## config.mk

```make
export PLATFORM = sky130hd
export DESIGN_NAME = fifo_uart_tx
export DESIGN_NICKNAME = d
export VERILOG_FILES = /design/src/rtl/fifo_uart_pkg.sv /design/src/rtl/fifo_uart_baud.sv /design/src/rtl/fifo_uart_tx.sv
export SDC_FILE = /design/constraint.sdc
export NUM_CORES = 1
export LEC_CHECK = 0
export ABC_AREA = 0
export CAP_MARGIN = 10
export CORE_MARGIN = 4
export CORE_UTILIZATION = 30
export CTS_CLUSTER_SIZE = 30
export DETAILED_ROUTE_END_ITERATION = 12
export DONT_BUFFER_PORTS = 1
export PLACE_DENSITY = 0.43
export SLEW_MARGIN = 20
export SYNTH_ARGS = -nofsm -noshare
export SYNTH_HDL_FRONTEND = slang
export SYNTH_SLANG_ARGS = --single-unit
export TNS_END_PERCENT = 10
```

## constraint.sdc

```tcl
create_clock -name clk -period 5.7 [get_ports clk]
set_clock_uncertainty 0.1 [all_clocks]
set_input_delay 1.14 -clock clk [delete_from_list [all_inputs] [get_ports clk]]
set_output_delay 1.14 -clock clk [all_outputs]
set_load 0.005 [all_outputs]
```

## src/rtl/fifo_uart_pkg.sv

```systemverilog
`default_nettype none
// ============================================================================
// Module      : fifo_uart_pkg
// Description : Shared constants and FSM state encoding for the FIFO-fed
//               UART transmitter. The PARITY state exists only when
//               FIFO_UART_TX_PARITY_EN is defined.
// Revision    : 1.0 - initial release
// ============================================================================
package fifo_uart_pkg;

    // 100 MHz system clock, 115200 baud
    localparam int unsigned c_default_clks_per_bit = 868;
    localparam int unsigned c_default_data_w       = 8;

    typedef enum logic [2:0] {
        IDLE   = 3'd0,
        FETCH  = 3'd1,
        START  = 3'd2,
        DATA   = 3'd3,
`ifdef FIFO_UART_TX_PARITY_EN
        PARITY = 3'd4,
`endif
        STOP   = 3'd5
    } state_t;

endpackage
`default_nettype wire

```

## src/rtl/fifo_uart_baud.sv

```systemverilog
`default_nettype none
// ============================================================================
// Module      : fifo_uart_baud
// Description : Bit-period counter. Counts 0..CLKS_PER_BIT-1 and emits a
//               one-cycle bit_tick on the last cycle of every bit period.
//               A synchronous restart holds the counter at zero so the next
//               bit period starts cleanly.
// Revision    : 1.0 - initial release
// ============================================================================
module fifo_uart_baud
    import fifo_uart_pkg::*;
#(
    parameter int unsigned CLKS_PER_BIT = c_default_clks_per_bit
) (
    input  logic clk,
    input  logic reset,
    input  logic restart,
    output logic bit_tick
);

    localparam int unsigned              c_cnt_w   = $clog2(CLKS_PER_BIT);
    localparam logic [c_cnt_w-1:0]       c_cnt_max = c_cnt_w'(CLKS_PER_BIT - 1);

    logic [c_cnt_w-1:0] r_cnt;

    // Bit-period counter: wraps at the bit boundary, zeroed by restart
    always_ff @(posedge clk or posedge reset) begin
        if (reset) begin
            r_cnt <= '0;
        end else if (restart || (r_cnt == c_cnt_max)) begin
            r_cnt <= '0;
        end else begin
            r_cnt <= r_cnt + 1'b1;
        end
    end

    assign bit_tick = !restart && (r_cnt == c_cnt_max);

endmodule
`default_nettype wire

```

## src/rtl/fifo_uart_tx.sv

```systemverilog
`default_nettype none
// ============================================================================
// Module      : fifo_uart_tx
// Description : UART transmitter that pulls bytes from an upstream FIFO
//               (one read per frame, data valid the cycle after the read
//               strobe) and serialises them LSB first: start, data,
//               optional even parity, stop.
//               Optional feature macro: FIFO_UART_TX_PARITY_EN
// Revision    : 1.0 - initial release
// ============================================================================
module fifo_uart_tx
    import fifo_uart_pkg::*;
#(
    parameter int unsigned CLKS_PER_BIT = c_default_clks_per_bit,
    parameter int unsigned DATA_W       = c_default_data_w
) (
    input  logic              clk,
    input  logic              reset,
    input  logic              fifo_empty,
    input  logic [DATA_W-1:0] fifo_dout,
    output logic              fifo_rd_en,
    output logic              tx,
    output logic              busy,
    output logic              frame_done
);

    localparam int unsigned          c_bit_w    = (DATA_W > 1) ? $clog2(DATA_W) : 1;
    localparam logic [c_bit_w-1:0]   c_last_bit = c_bit_w'(DATA_W - 1);

    state_t              r_state;
    state_t              w_next;
    logic [DATA_W-1:0]   r_shift;
    logic [c_bit_w-1:0]  r_bit_cnt;
    logic                w_bit_tick;
    logic                w_restart;
    logic                w_rd_en;
    logic                w_tx;
    logic                w_frame_done;
    logic                w_load;
    logic                w_shift;
`ifdef FIFO_UART_TX_PARITY_EN
    logic                r_parity;
`endif

    fifo_uart_baud #(
        .CLKS_PER_BIT (CLKS_PER_BIT)
    ) u_baud (
        .clk      (clk),
        .reset    (reset),
        .restart  (w_restart),
        .bit_tick (w_bit_tick)
    );

    // State register
    always_ff @(posedge clk or posedge reset) begin
        if (reset) begin
            r_state <= IDLE;
        end else begin
            r_state <= w_next;
        end
    end

    // Next-state decode and per-state line level / strobes
    always_comb begin
        w_next       = r_state;
        w_rd_en      = 1'b0;
        w_tx         = 1'b1;
        w_frame_done = 1'b0;
        w_restart    = 1'b0;
        w_load       = 1'b0;
        w_shift      = 1'b0;
        case (r_state)
            IDLE: begin
                w_restart = 1'b1;
                if (!fifo_empty) begin
                    w_rd_en = 1'b1;
                    w_next  = FETCH;
                end
            end
            FETCH: begin
                // Read data is valid now; baud counter held so START gets a full bit
                w_restart = 1'b1;
                w_load    = 1'b1;
                w_next    = START;
            end
            START: begin
                w_tx = 1'b0;
                if (w_bit_tick) begin
                    w_next = DATA;
                end
            end
            DATA: begin
                w_tx = r_shift[0];
                if (w_bit_tick) begin
                    w_shift = 1'b1;
                    if (r_bit_cnt == c_last_bit) begin
`ifdef FIFO_UART_TX_PARITY_EN
                        w_next = PARITY;
`else
                        w_next = STOP;
`endif
                    end
                end
            end
`ifdef FIFO_UART_TX_PARITY_EN
            PARITY: begin
                w_tx = r_parity;
                if (w_bit_tick) begin
                    w_next = STOP;
                end
            end
`endif
            STOP: begin
                w_tx = 1'b1;
                if (w_bit_tick) begin
                    w_frame_done = 1'b1;
                    w_next       = IDLE;
                end
            end
            default: begin
                w_next = IDLE;
            end
        endcase
    end

    // Shift register, bit counter and parity: loaded in FETCH, shifted per data bit
    always_ff @(posedge clk or posedge reset) begin
        if (reset) begin
            r_shift   <= '0;
            r_bit_cnt <= '0;
`ifdef FIFO_UART_TX_PARITY_EN
            r_parity  <= 1'b0;
`endif
        end else if (w_load) begin
            r_shift   <= fifo_dout;
            r_bit_cnt <= '0;
`ifdef FIFO_UART_TX_PARITY_EN
            r_parity  <= ^fifo_dout;
`endif
        end else if (w_shift) begin
            r_shift   <= r_shift >> 1;
            r_bit_cnt <= r_bit_cnt + 1'b1;
        end
    end

    // Reset forces the state to IDLE asynchronously; the strobe is also gated
    // so a non-empty FIFO cannot raise it while reset is held.
    assign fifo_rd_en = w_rd_en & ~reset;
    assign tx         = w_tx;
    assign frame_done = w_frame_done;
    assign busy       = (r_state != IDLE) | fifo_rd_en;

endmodule
`default_nettype wire

```

* Yosys cells after proc, flatten, opt, wreduce, memory -nomap -nowiden
Cells that the tools add are included.
** Cells by class
- Add/subtract/negate cells :: 2
- Equal/unequal tests :: 11
- Mux-type cells :: 19
- Bitwise gates (word level) :: 3
- Reduce and logical (&&, ||, !) cells :: 8
** Operators with widths (number)
- 2-to-1 mux 3 bit :: 7
- 2-to-1 mux 8 bit :: 2
- one-hot mux 3 bit (5 select lines) :: 1
- adder 10 x 1 -> 10 bit, second input constant :: 1
- == test 10 bit, second input constant :: 1
- 2-to-1 mux 10 bit :: 1
- 2-to-1 mux 1 bit :: 7
- == test 3 x 2 -> 1 bit, second input constant :: 2
- == test 3 bit, second input constant :: 2
- inequality test 2 x 1 -> 1 bit, second input constant :: 3
- AND reduction 5 bit :: 1
- inequality test 2 bit, second input constant :: 2
- adder 3 x 1 -> 3 bit, second input constant :: 1
- == test 3 x 1 -> 1 bit, second input constant :: 1
- zero test 3 bit :: 1
- nonzero test 3 bit :: 1
- one-hot mux 1 bit (2 select lines) :: 1
- nonzero test 2 bit :: 1
- OR reduction 2 bit :: 1
- AND 1 bit :: 1
- logical AND 1 bit :: 1
- zero test 1 bit :: 1
- logical OR 1 bit :: 1
- NOT 1 bit :: 1
- bitwise OR 1 bit :: 1
** Word-level totals
- Flip-flop bits (word level) :: 24
- Input port bits :: 11
- Output and inout port bits :: 4
- Logic and storage cells :: 47

* Depth between registers and ports, before layout
- Depth after elaboration :: 9
- Depth in mapped cells :: 6
- Depth with buffers taken out :: 5

* Modules after synthesis
From an unflattened synthesis, not the netlist that was laid out.
** Unflattened totals
- Cell total of the unflattened synthesis :: 119
- Area total of the unflattened synthesis :: 1316.3 µm²
** By module, submodules not included
- fifo_uart_tx :: times used 1, cells each 64, area each 758.2 µm²
- fifo_uart_baud :: times used 1, cells each 55, area each 558.0 µm²

* Least setup slack after synthesis
OpenSTA, ideal clock, no wires.
- Path kind :: input to output
- Start point :: in fifo_empty
- End point :: out fifo_rd_en
- Arrival :: 1.344 ns
- Path slack :: 3.116 ns
- Stages :: 1
- Buffers on the path :: 0
- Cell sequence :: nor3_1
** On the way
- Cells in the longest elaborated chain, start to end :: 3
** Ends and longest elaborated chain
- from (decl) :: RTL line fifo_uart_tx.sv:19 : input logic fifo_empty,
- 2-to-1 mux 1 bit :: RTL line fifo_uart_tx.sv:75 : if (!fifo_empty) begin
- 2-to-1 mux 1 bit :: RTL line fifo_uart_tx.sv:72 : case (r_state)
- AND 1 bit :: RTL line fifo_uart_tx.sv:148 : assign fifo_rd_en = w_rd_en & ~reset;
- to (decl) :: RTL line fifo_uart_tx.sv:21 : output logic fifo_rd_en,
No other way between the ends.

* Worst setup path in the final report
- Start point :: reg u_baud.r_cnt[0]
- End point :: out frame_done
** On the way
- Cells in the longest elaborated chain, start to end :: 4
** Ends and longest elaborated chain
- from (decl) :: RTL line fifo_uart_baud.sv:24 : logic [c_cnt_w-1:0] r_cnt;
- from (signal assigned) :: RTL line fifo_uart_baud.sv:33 : r_cnt <= r_cnt + 1'b1;
- == test 10 bit :: RTL line fifo_uart_baud.sv:37 : assign bit_tick = !restart && (r_cnt == c_cnt_max);
- logical AND 1 bit :: RTL line fifo_uart_baud.sv:37
- 2-to-1 mux 1 bit :: RTL line fifo_uart_tx.sv:115 : if (w_bit_tick) begin
- 2-to-1 mux 1 bit :: RTL line fifo_uart_tx.sv:72
- to (decl) :: RTL line fifo_uart_tx.sv:24 : output logic frame_done
No other way between the ends.

==> run summary <==
Entering global routing, the biggest net connects 25 pins. For this run, design rule violations remaining after detail routing come to 0. The worst reg2reg path endpoint is r_bit_cnt[0]. Summing the areas of all and, or, nand and nor instances in the mapped netlist gives 23.0% of the synthesized area. 0 antenna diodes ended up in the layout. Synthesis produced a netlist with a net count of 129.

The synthesized netlist devotes 5.83% of its cell area to XOR and XNOR gates. Summed over all layers, the routed wires come to 2070 um. The count of endpoints failing hold in the final timing report is 0, and the headroom to the max-slew limit is 40.6%. The initial utilization of the core area, before any placement, comes to 31.9%. For the first-pass GRT wire length, the log shows 3820 um. The first routing iteration left 57 violations.

The total setup violations reported at the end of the flow is 0. Dividing the final minimum period by the clock period gives 50.6%. The die covers 5090 um^2. Flip-flop and latch count after synthesis: 24. In the final routing, the length of wire on met1 measures 982 um. The worst register-to-register path begins at u_baud.r_cnt[0].

The congestion estimate from routability-driven global placement came to 0.714. The amount of wire on met3 after detailed routing is 90 um. The clock root buffer master was sky130_fd_sc_hd__clkbuf_8.

The tools report the capturing element type of the critical path as an output pin. The endpoint required time on the critical path came out at 4.46 ns. The H-tree depth came out at 1.

The run gives 24 as the sink count of the clock tree. During synthesis, Yosys emitted a total of 0 warnings. In the final design database the tool counted 129 nets. Summing the areas of all compound-gate instances in the mapped netlist gives 11.1% of the synthesized area. After synthesis, the largest family of logic cells by area is simple AND/OR/NAND/NOR gates.

The type of the worst setup path is reg -> out. The leading cell type in the layout, fill and taps excluded was sky130_fd_sc_hd__dfrtp_1. The clock input transition at the sequential cells of the worst setup and hold paths works out to 0.08 ns.

The y dimension of the die was 71.3 um; the final-layout setup total negative slack was 0 ns. The logs give 115 for the synthesized instance count and 0 for the number of instances resized during post-cts repair. For this design the top-level I/O count stands at 15. The layout-stage area growth over the synthesis result is 6.66%, and the cts-stage hold buffer count is 0. The logs give 886 for the via count of the first global-routing pass and 49.9% for the portion of the post-synthesis area used by sequential elements. Number of pins exceeding their max-slew limit in the final report: 0. At the pin with the least slew margin, the transition time is 0.891 ns. In this run the worst path has a maximum fanout of 4.

The portion of synthesized area spent on multiplexers is 3.43%. The routed layout has 823 vias. Subtracting the final worst setup slack from the clock period gives 2.88 ns. Worst setup path endpoint: frame_done. The number of fill cells is 402, and the number of iterations in the first detailed-routing pass is 4. Buffers added to address setup during post-CTS repair amount to 0. Count of input and output buffers: 0. The flow ran to the end, and the final reports show no timing, DRC or antenna violations.

The top metal layer carrying routed signals was met4. Data on the critical path arrives at its endpoint at 1.64 ns. For this run, the top clock speed supported by timing is 347 MHz. Setup repair after global routing left no endpoint under its margin.

The critical path starts at u_baud.r_cnt[0]. The number of placement rows came out at 22. The final cell area excluding filler cells was 1280 um^2; the fraction of layout instances using a drive strength above 1 was 6.14%.

TritonCTS built the clock tree. For this design the static power due to leakage is 0.581 nW. Dividing the detail-routed via count by the number of cells gives 5.08. Detailed routing placed a total of 970 um of wire on met2.

Dividing total power by cell area gives a power density of 229 nW/um^2. The tools report the worst reg-to-reg setup slack as 3.33 ns. The worst hold path belongs to the class reg -> reg. The top cell types in the final layout, fill and taps aside, are sky130_fd_sc_hd__dfrtp_1, sky130_fd_sc_hd__nor2_1, sky130_fd_sc_hd__nand2_1. The run gives 3770 um^2 as the core region area. The number of max-capacitance violations reported came out at 0.

The clock reaches the later pin of the worst-skew pair after 0.26 ns. Dividing the synthesized area by the synthesized cell count gives 10.5 um^2. Counting distinct cell types in the post-synthesis netlist gives 36.

The detail route stage leaves a number of antenna-violating nets equal to 0. TritonCTS created 3 clock buffers. The run gives 1230 um^2 as the area after detailed placement.

The worst setup path is launched from a flip-flop. The number of cells on the worst reg-to-reg path is 5. The tools report the cell area after technology mapping as 1200 um^2. The arithmetic-cell share of the synthesized area counting full adders, half adders and majority gates is 3.12%, and the global router's overall resource usage is 9.19%. In the final routed layout, each cell accounts on average for 12.7 um.

The horizontal die dimension is 71.3 um. The total overflow left after global routing is 0. After legalization and detailed placement, the total HPWL measured 1530 um. The number of cells on the worst hold path is 1. For the maximum buffer depth of the clock tree, the log shows 2. Across the VDD grid, the largest voltage drop is 0.000145 V. The run gives 0 as the initial antenna violation count.
==> per-layer routing <==
layer  vias to the layer above  track usage (%)
met5                         -                0
met2                        14             15.8
li1                        399                -
met3                         4             2.81
met1                       406             11.1
met4                         0             2.51
==> state kept, by name, summed over array words and instances (netlist names) <==
signal        flops
r_bit_cnt         3
r_state           3
r_shift           8
u_baud.r_cnt     10
==> where the power goes <==
| part | total (mW) | internal [mW] | switching, mW |
|---|---|---|---|
| logic | 0.00602 | 0.00194 | 0.00408 |
| clock network | 0.114 | 0.0616 | 0.0520 |
| registers | 0.175 | 0.173 | 0.00157 |
==> synth_stat cells <==
| library cell | count | area share, % |
|---|---|---|
| sky130_fd_sc_hd__inv_1 | 2 | 0.62 |
| sky130_fd_sc_hd__and4_1 | 2 | 1.5 |
| sky130_fd_sc_hd__and3_1 | 3 | 1.6 |
| sky130_fd_sc_hd__or3_1 | 1 | 0.52 |
| sky130_fd_sc_hd__buf_2 | 1 | 0.42 |
| sky130_fd_sc_hd__o21ai_0 | 2 | 0.83 |
| sky130_fd_sc_hd__buf_1 | 1 | 0.31 |
| sky130_fd_sc_hd__nor4_4 | 1 | 1.8 |
| sky130_fd_sc_hd__buf_6 | 2 | 1.9 |
| sky130_fd_sc_hd__and2_0 | 1 | 0.52 |
| sky130_fd_sc_hd__ha_1 | 3 | 3.1 |
| sky130_fd_sc_hd__nand3b_1 | 3 | 1.9 |
| sky130_fd_sc_hd__mux2_2 | 1 | 0.94 |
| sky130_fd_sc_hd__nand3_1 | 3 | 1.2 |
| sky130_fd_sc_hd__xor2_1 | 5 | 3.6 |
| sky130_fd_sc_hd__clkbuf_1 | 1 | 0.31 |
| sky130_fd_sc_hd__o211ai_1 | 1 | 0.62 |
| sky130_fd_sc_hd__nand4bb_1 | 1 | 0.94 |
| sky130_fd_sc_hd__nor3_1 | 2 | 0.83 |
| sky130_fd_sc_hd__nor4_1 | 2 | 1.0 |
| sky130_fd_sc_hd__nor2_1 | 15 | 4.7 |
| sky130_fd_sc_hd__nor2b_1 | 1 | 0.52 |
| sky130_fd_sc_hd__nor3b_1 | 1 | 0.62 |
| sky130_fd_sc_hd__mux2i_1 | 3 | 2.5 |
| sky130_fd_sc_hd__dfrtp_1 | 24 | 50 |
| sky130_fd_sc_hd__a21oi_1 | 4 | 1.7 |
| sky130_fd_sc_hd__xnor2_1 | 3 | 2.2 |
| sky130_fd_sc_hd__o21bai_1 | 2 | 1.2 |
| sky130_fd_sc_hd__or3b_4 | 1 | 0.94 |
| sky130_fd_sc_hd__a41oi_1 | 1 | 0.73 |
| sky130_fd_sc_hd__nand2_1 | 11 | 3.4 |
| sky130_fd_sc_hd__or2_1 | 1 | 0.52 |
| sky130_fd_sc_hd__a21o_1 | 4 | 2.5 |
| sky130_fd_sc_hd__o21a_1 | 1 | 0.62 |
| sky130_fd_sc_hd__nand4_1 | 1 | 0.52 |
| sky130_fd_sc_hd__a22o_1 | 4 | 2.9 |
==> critical path, cell delays in order (launching register included) <==
cell and delay [ns]:
sky130_fd_sc_hd__dfrtp_1 0.39, sky130_fd_sc_hd__ha_1 0.21, sky130_fd_sc_hd__or3b_4 0.42, sky130_fd_sc_hd__nor4_1 0.37
==> stage by stage <==
step	hold WS [ns]	util [%]	worst slack (ns)	instances	power [mW]
floorplan	0.343	-	3.12	115	0.183
global placement	0.360	32.5	3.08	158	0.184
detailed placement	0.370	32.5	3.09	158	0.184
CTS	0.387	34.0	2.79	162	0.301
global route	0.402	34.0	2.70	162	0.309
finish	0.381	34.0	2.82	162	0.294
==> worst min-delay path by stage <==
| stage | start | endpoint | slack [ns] |
|---|---|---|---|
| after CTS | u_baud.r_cnt[0] | u_baud.r_cnt[0] | 0.39 |
| after floorplan | u_baud.r_cnt[0] | u_baud.r_cnt[0] | 0.34 |
| after global routing | r_shift[5] | r_shift[5] | 0.40 |
| final | u_baud.r_cnt[0] | u_baud.r_cnt[0] | 0.38 |
| after detailed placement | r_shift[5] | r_shift[5] | 0.37 |
| after global placement | u_baud.r_cnt[0] | u_baud.r_cnt[0] | 0.36 |
==> area by class of cell <==
cell class | count | area [um^2] | area share (%)
Inverter | 2 | 7.51 | 0.585
Clock buffer | 4 | 55.1 | 4.29
Sequential cell | 24 | 601 | 46.8
Multi-Input combinational cell | 84 | 559 | 43.6
Tap cell | 48 | 60.1 | 4.68
==> kinds of logic (layout without fill, tap and decap cells) <==
group,after synthesis,after routing
xor gates and xnor gates,8,8
muxes,4,4
AOI/OAI and AO/OA,19,19
DFF,24,24
adders and majority gates,3,3
and+or+nand+nor,50,50
buffers and inverters,7,6
Note: power is estimated with default switching activity, not from simulation.
